===== src/rtl/pong_game_controller.sv =====
// Pong match controller: serve/play/point/game-over sequencing and score keeping.
// Optional feature macro: PONG_AUTO_SERVE_EN -- SERVE also launches the ball on the
// frame_tick that brings the frame counter to SERVE_FRAMES.
// Ports:
//   clk, reset_n            pixel clock, asynchronous active-low reset
//   endofframe              frame-end level from VGA timing (synchronous to clk)
//   serve_btn               raw asynchronous serve button, active-high
//   ball_x, ball_y          ball top-left position
//   ball_hold, ball_run     ball control (registered)
//   serve_dir               initial ball direction, 0 = left, 1 = right
//   score_l, score_r        player scores
//   game_over, winner       match decided flag and winning side (1 = right)
//   state                   current FSM state code
module pong_game_controller #(
  parameter int unsigned WIN_SCORE    = 7,
  parameter int unsigned SERVE_FRAMES = 60,
  parameter int unsigned LEFT_GOAL    = 30,
  parameter int unsigned RIGHT_GOAL   = 600,
  parameter int unsigned BALL_SIZE    = 10
) (
  input  logic       clk,
  input  logic       reset_n,
  input  logic       endofframe,
  input  logic       serve_btn,
  input  logic [9:0] ball_x,
  input  logic [9:0] ball_y,
  output logic       ball_hold,
  output logic       ball_run,
  output logic       serve_dir,
  output logic [3:0] score_l,
  output logic [3:0] score_r,
  output logic       game_over,
  output logic       winner,
  output logic [2:0] state
);

  localparam int unsigned SCORE_W = 4;
  localparam int unsigned CNT_W   = 8;
  localparam int unsigned EDGE_W  = 11;
  localparam logic [SCORE_W-1:0] SCORE_MAX = '1;

  typedef enum logic [2:0] {
    IDLE  = 3'd0,
    SERVE = 3'd1,
    PLAY  = 3'd2,
    POINT = 3'd3,
    OVER  = 3'd4
  } state_t;

  state_t             state_q, state_d;
  logic [CNT_W-1:0]   cnt_q, cnt_d;
  logic [SCORE_W-1:0] score_l_d, score_r_d, new_score;
  logic               dir_d, over_d, winner_d, hold_d, run_d;
  logic               btn_s1, btn_s2, btn_s3, armed_q, serve_press;
  logic [1:0]         settle_q;
  logic               eof_q, frame_tick;
  logic [EDGE_W-1:0]  right_edge;
  logic               goal_left, goal_right;

  // Vertical position is not used by the goal logic.
  logic unused_ball_y;
  assign unused_ball_y = ^ball_y;

  assign frame_tick = endofframe & ~eof_q;
  assign right_edge = EDGE_W'(ball_x) + EDGE_W'(BALL_SIZE) - EDGE_W'(1);
  assign goal_left  = EDGE_W'(ball_x) <= EDGE_W'(LEFT_GOAL);
  assign goal_right = right_edge >= EDGE_W'(RIGHT_GOAL);
  assign state      = state_q;

  // Button synchronizer and edge detector. The detector only arms once the
  // synchronized button has been seen low after reset, so a button held through
  // reset release cannot produce a press.
  always_ff @(posedge clk or negedge reset_n) begin
    if (!reset_n) begin
      btn_s1      <= 1'b0;
      btn_s2      <= 1'b0;
      btn_s3      <= 1'b0;
      settle_q    <= 2'd0;
      armed_q     <= 1'b0;
      serve_press <= 1'b0;
      eof_q       <= 1'b0;
    end else begin
      btn_s1      <= serve_btn;
      btn_s2      <= btn_s1;
      btn_s3      <= btn_s2;
      eof_q       <= endofframe;
      if (settle_q != 2'd2) settle_q <= settle_q + 2'd1;
      if ((settle_q == 2'd2) && !btn_s2) armed_q <= 1'b1;
      serve_press <= armed_q & btn_s2 & ~btn_s3;
    end
  end

  // Next state and next register values; winner doubles as the last scorer.
  always_comb begin
    state_d   = state_q;
    cnt_d     = cnt_q;
    score_l_d = score_l;
    score_r_d = score_r;
    dir_d     = serve_dir;
    over_d    = game_over;
    winner_d  = winner;
    new_score = '0;
    case (state_q)
      IDLE: begin
        if (serve_press) begin
          state_d = SERVE;
          cnt_d   = '0;
        end
      end
      SERVE: begin
        if (frame_tick) cnt_d = cnt_q + CNT_W'(1);
        if (serve_press) begin
          state_d = PLAY;
        end
`ifdef PONG_AUTO_SERVE_EN
        else if (frame_tick && ((cnt_q + CNT_W'(1)) == CNT_W'(SERVE_FRAMES))) begin
          state_d = PLAY;
        end
`endif
      end
      PLAY: begin
        if (frame_tick && goal_left) begin
          state_d  = POINT;
          winner_d = 1'b1;
        end else if (frame_tick && goal_right) begin
          state_d  = POINT;
          winner_d = 1'b0;
        end
      end
      POINT: begin
        cnt_d = '0;
        if (winner) begin
          new_score = (score_r == SCORE_MAX) ? SCORE_MAX : score_r + SCORE_W'(1);
          score_r_d = new_score;
          dir_d     = 1'b0;
        end else begin
          new_score = (score_l == SCORE_MAX) ? SCORE_MAX : score_l + SCORE_W'(1);
          score_l_d = new_score;
          dir_d     = 1'b1;
        end
        if (new_score == SCORE_W'(WIN_SCORE)) begin
          state_d = OVER;
          over_d  = 1'b1;
        end else begin
          state_d = SERVE;
        end
      end
      OVER: begin
        if (serve_press) begin
          state_d   = SERVE;
          score_l_d = '0;
          score_r_d = '0;
          over_d    = 1'b0;
          cnt_d     = '0;
        end
      end
      default: state_d = IDLE;
    endcase
    hold_d = (state_d != PLAY);
    run_d  = (state_d == PLAY);
  end

  // State and output registers.
  always_ff @(posedge clk or negedge reset_n) begin
    if (!reset_n) begin
      state_q   <= IDLE;
      cnt_q     <= '0;
      score_l   <= '0;
      score_r   <= '0;
      serve_dir <= 1'b1;
      game_over <= 1'b0;
      winner    <= 1'b0;
      ball_hold <= 1'b1;
      ball_run  <= 1'b0;
    end else begin
      state_q   <= state_d;
      cnt_q     <= cnt_d;
      score_l   <= score_l_d;
      score_r   <= score_r_d;
      serve_dir <= dir_d;
      game_over <= over_d;
      winner    <= winner_d;
      ball_hold <= hold_d;
      ball_run  <= run_d;
    end
  end

endmodule

===== config.mk =====
export PLATFORM = sky130hd
export DESIGN_NAME = pong_game_controller
export DESIGN_NICKNAME = d
export VERILOG_FILES = /design/src/rtl/pong_game_controller.sv
export SDC_FILE = /design/constraint.sdc
export NUM_CORES = 1
export LEC_CHECK = 0
export CORE_ASPECT_RATIO = 0.75
export CORE_UTILIZATION = 39
export CTS_CLUSTER_DIAMETER = 120
export DETAILED_ROUTE_END_ITERATION = 6
export PLACE_DENSITY = 0.78
export REMOVE_ABC_BUFFERS = 1
export SLEW_MARGIN = 15
export SYNTH_ARGS = -nofsm -noshare
export SYNTH_HDL_FRONTEND = slang
export SYNTH_SLANG_ARGS = --single-unit

===== constraint.sdc =====
create_clock -name clk -period 1.6 [get_ports clk]
set_input_delay 0.48 -clock clk [delete_from_list [all_inputs] [get_ports clk]]
set_output_delay 0.48 -clock clk [all_outputs]
set_load 0.005 [all_outputs]

# Word level (Yosys, flattened, before mapping)
# Cells that the tools add are included.
[totals]
inputBits = 24
ff_bits = 24
out_inout_bits = 16
wordCells = 75
[classes]
n_bitwise = 5
magnitude_cmp = 2
addsub = 5
eq_ne = 15
reduce_logical = 12
n_mux = 21
[ops]
columns = ["cell", "n"]
rows = [
  ["two-way mux 4 bit", 7],
  ["case mux 4 bit (2 select lines)", 2],
  ["two-way mux 3 bit", 5],
  ["case mux 3 bit (4 select lines)", 1],
  ["adder 10 x 4 -> 11 bit (second input constant)", 1],
  [">= comparator 11 x 10 -> 1 bit (second input constant)", 1],
  ["subtractor 11 x 1 -> 11 bit (second input constant)", 1],
  ["less-or-equal comparator 10 x 5 -> 1 bit (second input constant)", 1],
  ["!= test 2 bit (second input constant)", 5],
  ["== test 3 x 2 -> 1 bit (second input constant)", 3],
  ["AND reduction 3 bit", 3],
  ["adder 4 x 1 -> 4 bit (second input constant)", 2],
  ["== test 4 bit (second input constant)", 2],
  ["two-way mux 1 bit", 5],
  ["== test 4 x 3 -> 1 bit (second input constant)", 1],
  ["nonzero test 2 bit", 2],
  ["bitwise AND 1 bit", 3],
  ["== test 3 x 1 -> 1 bit (second input constant)", 1],
  ["== test 3 bit (second input constant)", 1],
  ["logical AND 1 bit", 3],
  ["zero test 3 bit", 1],
  ["!= test 3 x 2 -> 1 bit (second input constant)", 1],
  ["adder 2 x 1 -> 2 bit (second input constant)", 1],
  ["== test 2 bit (second input constant)", 1],
  ["other kinds (5)", 6],
]

# Logic depth before layout (Yosys ltp)
[logic_depth]
depth_word = 8
mapped_depth = 5
mapped_depth_nobuf = 5

# Least setup slack after synthesis
# No wires, ideal clock.
[synth_timing]
path_type = "input-to-reg"
startpoint = "input port ball_x[7]"
endpoint = "register state_q[0] (netlist: state[0])"
arrival_time_ns = 1.611
path_stages = 4
required_time_ns = 1.460
setup_ns = 0.140
setup_slack_ns = -0.151
n_path_buf = 0
path_cell_list = "or3_1 or4_4 o211ai_1 o211ai_1"
[synth_between]
elab_chain_cells = 7
word_cells_on_any_way = 9
cone_classes = "2 x add/sub; 2 x order compare; 3 x mux; 2 x reduce/logical"
[synth_lines]
columns = ["item", "line_no", "rtl"]
rows = [
  ["start: declaration", "25", "input logic [9:0] ball_x,"],
  ["adder 10 x 4 -> 11 bit", "65", "assign right_edge = EDGE_W'(ball_x) + EDGE_W'(BALL_SIZE) - EDGE_W'(1);"],
  ["subtractor 11 x 1 -> 11 bit", "65", ""],
  [">= comparator 11 x 10 -> 1 bit", "67", "assign goal_right = right_edge >= EDGE_W'(RIGHT_GOAL);"],
  ["logical AND 1 bit", "125", "end else if (frame_tick && goal_right) begin"],
  ["two-way mux 3 bit", "125", ""],
  ["two-way mux 3 bit *", "122", "if (frame_tick && goal_left) begin"],
  ["case mux 3 bit (4 select lines) *", "103", "case (state_q)"],
  ["via state_d[0]", "50", "state_t state_q, state_d;"],
  ["end signal: assignment", "176", "state_q <= state_d;"],
  ["end: declaration", "50", ""],
]
# Mark *: on every way through the listed nets, which the timed path passes. The rest lies on a longest branch.
# A chain may end at the register's enable or synchronous reset.

# Worst setup path in the final report
[layout_timing]
startpoint = "register score_l[0]"
endpoint = "register state_q[0] (netlist: state[0])"
[layout_between]
elab_chain_cells = 7
word_cells_on_any_way = 8
cone_classes = "1 x add/sub; 2 x eq/ne; 5 x mux"
[layout_lines]
columns = ["item", "line_no", "rtl"]
rows = [
  ["start: declaration", "30", "output logic [3:0] score_l,"],
  ["start signal: assignment", "178", "score_l <= score_l_d;"],
  ["adder 4 x 1 -> 4 bit or == test 4 bit (tied branches)", "137", "new_score = (score_l == SCORE_MAX) ? SCORE_MAX : score_l + SCORE_W'(1);"],
  ["two-way mux 4 bit *", "137", ""],
  ["two-way mux 4 bit *", "132", "if (winner) begin"],
  ["two-way mux 4 bit *", "103", ""],
  ["== test 4 x 3 -> 1 bit *", "141", "if (new_score == SCORE_W'(WIN_SCORE)) begin"],
  ["two-way mux 3 bit *", "141", ""],
  ["case mux 3 bit (4 select lines) *", "103", ""],
  ["via state_d[0]", "50", ""],
]
# Mark *: on every way through the listed nets, which the timed path passes. The rest lies on a longest branch. The select of a mux whose other input is x is not followed.

==> flow_metrics.py <==
metrics = {
    "sta": {
        "slew_viol_final": 0,
        "finalClockSkew_ns": 0.00358,
        "rsz0062_at_grt": "true",
        "hold_viol_final": 0,
        "fin_setup_tns_ns": -0.0128,
        "period_needed_ns": 1.61,
        "timing.final.ws_setup_ns": -0.0128,
        "holdWs_ns": 0.365,
        "setup_viol": 1,
        "relSlewSlack_pct": 80.4,
        "tightest_slew_ns": 0.294,
        "finalCritPeriodShare_pct": 101,
        "clock.fmax_mhz": 620,
    },
    "drt": {
        "ant_nets": 0,
        "drt-initial-drc-count": 71,
        "routed_wl_um": 2790,
        "dr.pass1.iters": 4,
        "detail_route.vias_per_cell": 5.32,
        "dr_total_vias": 1026,
        "wl_per_cell_um": 14.4,
        "drc_errors": 0,
    },
    "worst_setup_path": {
        "r2r-end": "state[0]",
        "r2r_start": "score_l[0]",
        "crit_path_start": "score_l[0]",
        "worstSetupEndpointType": "flop",
        "cp-endpoint": "state[0]",
        "rr_worst_depth": 6,
        "worstPathRequired_ns": 1.74,
        "startpoint_type": "flop",
        "critPathArrivalTime_ns": 1.76,
        "critical_path_class": "reg -> reg",
        "reg2reg_slack_ns": -0.01,
        "crit_fanout": 3,
    },
    "worst_hold_path": {
        "hold_class": "reg -> reg",
    },
    "final_layout": {
        "multiInputGateArea_um2": 514,
        "n_fill_cell": 230,
        "final_cell_mix": "buf_4, dlygate4sd2_1, dfrtp_1",
        "seqCellArea_um2": 609,
        "fin_cells": 193,
        "final_common_cell": "buf_4",
        "nNetsFinal": 185,
        "postLayoutCoreUtil_pct": 64.7,
        "diodes": 0,
        "areaGrowthSynthToFinish_pct": 54.6,
        "drive_gt1_share_pct": 29.9,
    },
    "power_and_ir_drop": {
        "switchingPower_mw": 0.801,
        "netSwitchingFraction_pct": 31.5,
        "seqPwrFrac_pct": 34.2,
        "p_per_area_mw_per_mm2": 1490,
        "vdd_ir_drop_max_uv": 515,
        "static-leakage-power_nw": 0.866,
        "combPwrFrac_pct": 45.2,
        "p_int_mw": 1.74,
        "clkPwrFrac_pct": 20.7,
    },
    "floorplan": {
        "ios": 40,
        "start_util_pct": 41.9,
        "die-area_mm2": 0.00306,
        "die_h_um": 48.1,
        "row_count": 16,
        "die_w_um": 63.5,
        "core_area_mm2": 0.00264,
    },
    "flow_run": {
        "drv_cap": 0,
    },
    "placement": {
        "place_ws_ns": -0.676,
        "placed_cells_incl_taps": 175,
        "place_hpwl_um": 1890,
        "io_buffers": 29,
        "place_congestion": 0.750,
    },
    "global_route": {
        "grt_max_degree": 25,
        "grt_pass1_wl_um": 4420,
        "grt_pass1_vias": 997,
        "overflow": 0,
        "grt_usage_pct": 19.3,
        "antenna_found_initial": 0,
    },
    "yosys": {
        "synth_xor_area_share_pct": 2.38,
        "synth_compound_area_share_pct": 16.7,
        "syn-cell-area_mm2": 0.00111,
        "yosysSeqAreaShare_pct": 54.5,
        "avgSynthCellArea_um2": 11.1,
        "synth_top_family_by_area": "simple AND/OR/NAND/NOR gates",
        "synth_adder_area_share_pct": 3.39,
        "synthCells": 100,
        "ys_ff_latch": 24,
        "synth_warnings": 0,
        "synth_flop_cell": "dfrtp_1",
        "synth-edff-count": 0,
        "synth_mux_area_share_pct": 2.04,
        "synthSimpleGateAreaFrac_pct": 19.2,
        "netlist-cell-type-count": 36,
        "async_reset_ff_share_pct": 100,
    },
    "clock_network": {
        "cts_buffers": 3,
        "clock_latency_ns": 0.27,
        "h-tree-depth": 1,
        "cts_sinks": 24,
        "cts.path.max_buffers": 2,
        "cts_tree": "built",
        "cts_root_buffer": "clkbuf_8",
        "clkTransAtPathRegs_ns": 0.08,
    },
    "outcome": {
        "failed_checks": "setup timing",
        "status": "finished, violations left",
    },
}
worst max-delay path, cell delays in order, from the launching register on:
cell      delay (ns)
dfrtp_1         0.40
ha_1            0.28
inv_1           0.05
or4_1           0.41
o21ai_1         0.14
buf_4           0.14
o211ai_1        0.09
power by group through the flow:
stage          sequential (mW)  combinational [mW]  clock [mW]
2_1_floorplan            0.953               0.396           0
3_3_place_gp             0.938               0.927           0
3_5_place_dp             0.950               0.963           0
4_1_cts                  0.867                1.13       0.526
5_1_grt                  0.886                1.26       0.547
6_report                 0.869                1.15       0.526
cell families after synthesis:
kind of cell | after synthesis
mux | 2
fa+ha+maj | 3
simple gates | 34
flops | 24
buf+inv | 5
compound gates | 29
xor+xnor | 3
per-layer routing:
metal	up-vias	part of all wire [%]	global-route usage [%]
li1	492	-	-
met1	497	42	22.3
met2	32	52	38.5
met3	5	3.8	1.40
met4	0	1.7	9.55
met5	-	0	0
flip-flops by register name, indices dropped and copies added, names as in the netlist, 2 cells and up:
name      count
score_r       4
score_l       4
state         3
settle_q      2
metrics by stage:
step / cell area [um^2] / total power [mW]
floorplan: 1110 / 1.35
global placement: 1520 / 1.86
detailed placement: 1520 / 1.91
CTS: 1680 / 2.52
global route: 1710 / 2.69
finish: 1710 / 2.54
area by class of cell:
cell class / count / area share [%]
multi-input combinational: 71 / 30.1
tap: 36 / 2.63
inverter: 5 / 1.10
sequential: 24 / 35.6
timing repair buffer: 53 / 26.4
clock buffer: 3 / 2.41
clock inverter: 1 / 1.76
how the worst min path moves through the flow:
stage / startpoint / end / slack, ns / depth (start not counted)
floorplan: reset_n / armed_q / 0.18 / 0
global placement: btn_s1 / btn_s2 / 0.34 / 0
detailed placement: btn_s1 / btn_s2 / 0.35 / 0
CTS: btn_s1 / btn_s2 / 0.36 / 0
global route: btn_s1 / btn_s2 / 0.37 / 0
finish: btn_s1 / btn_s2 / 0.36 / 0
synthesized netlist by cell type (3+ instances only):
master	n	area share, %
inv_1	5	1.7
nor2_1	5	1.7
a31oi_1	3	1.7
a21oi_1	11	5.0
o21ai_0	4	1.8
ha_1	3	3.4
nand2_1	6	2.0
dfrtp_1	22	50
nand3_1	3	1.4
a21o_1	3	2.0
repair_timing:
item                       in CTS  in global routing
gates resized for setup        36                  7
hold buffers                    0                  0
setup endpoints to repair      21                 13
pin swaps                       8                  1
setup buffers                  14                  0
(Power assumes the default switching activity.)
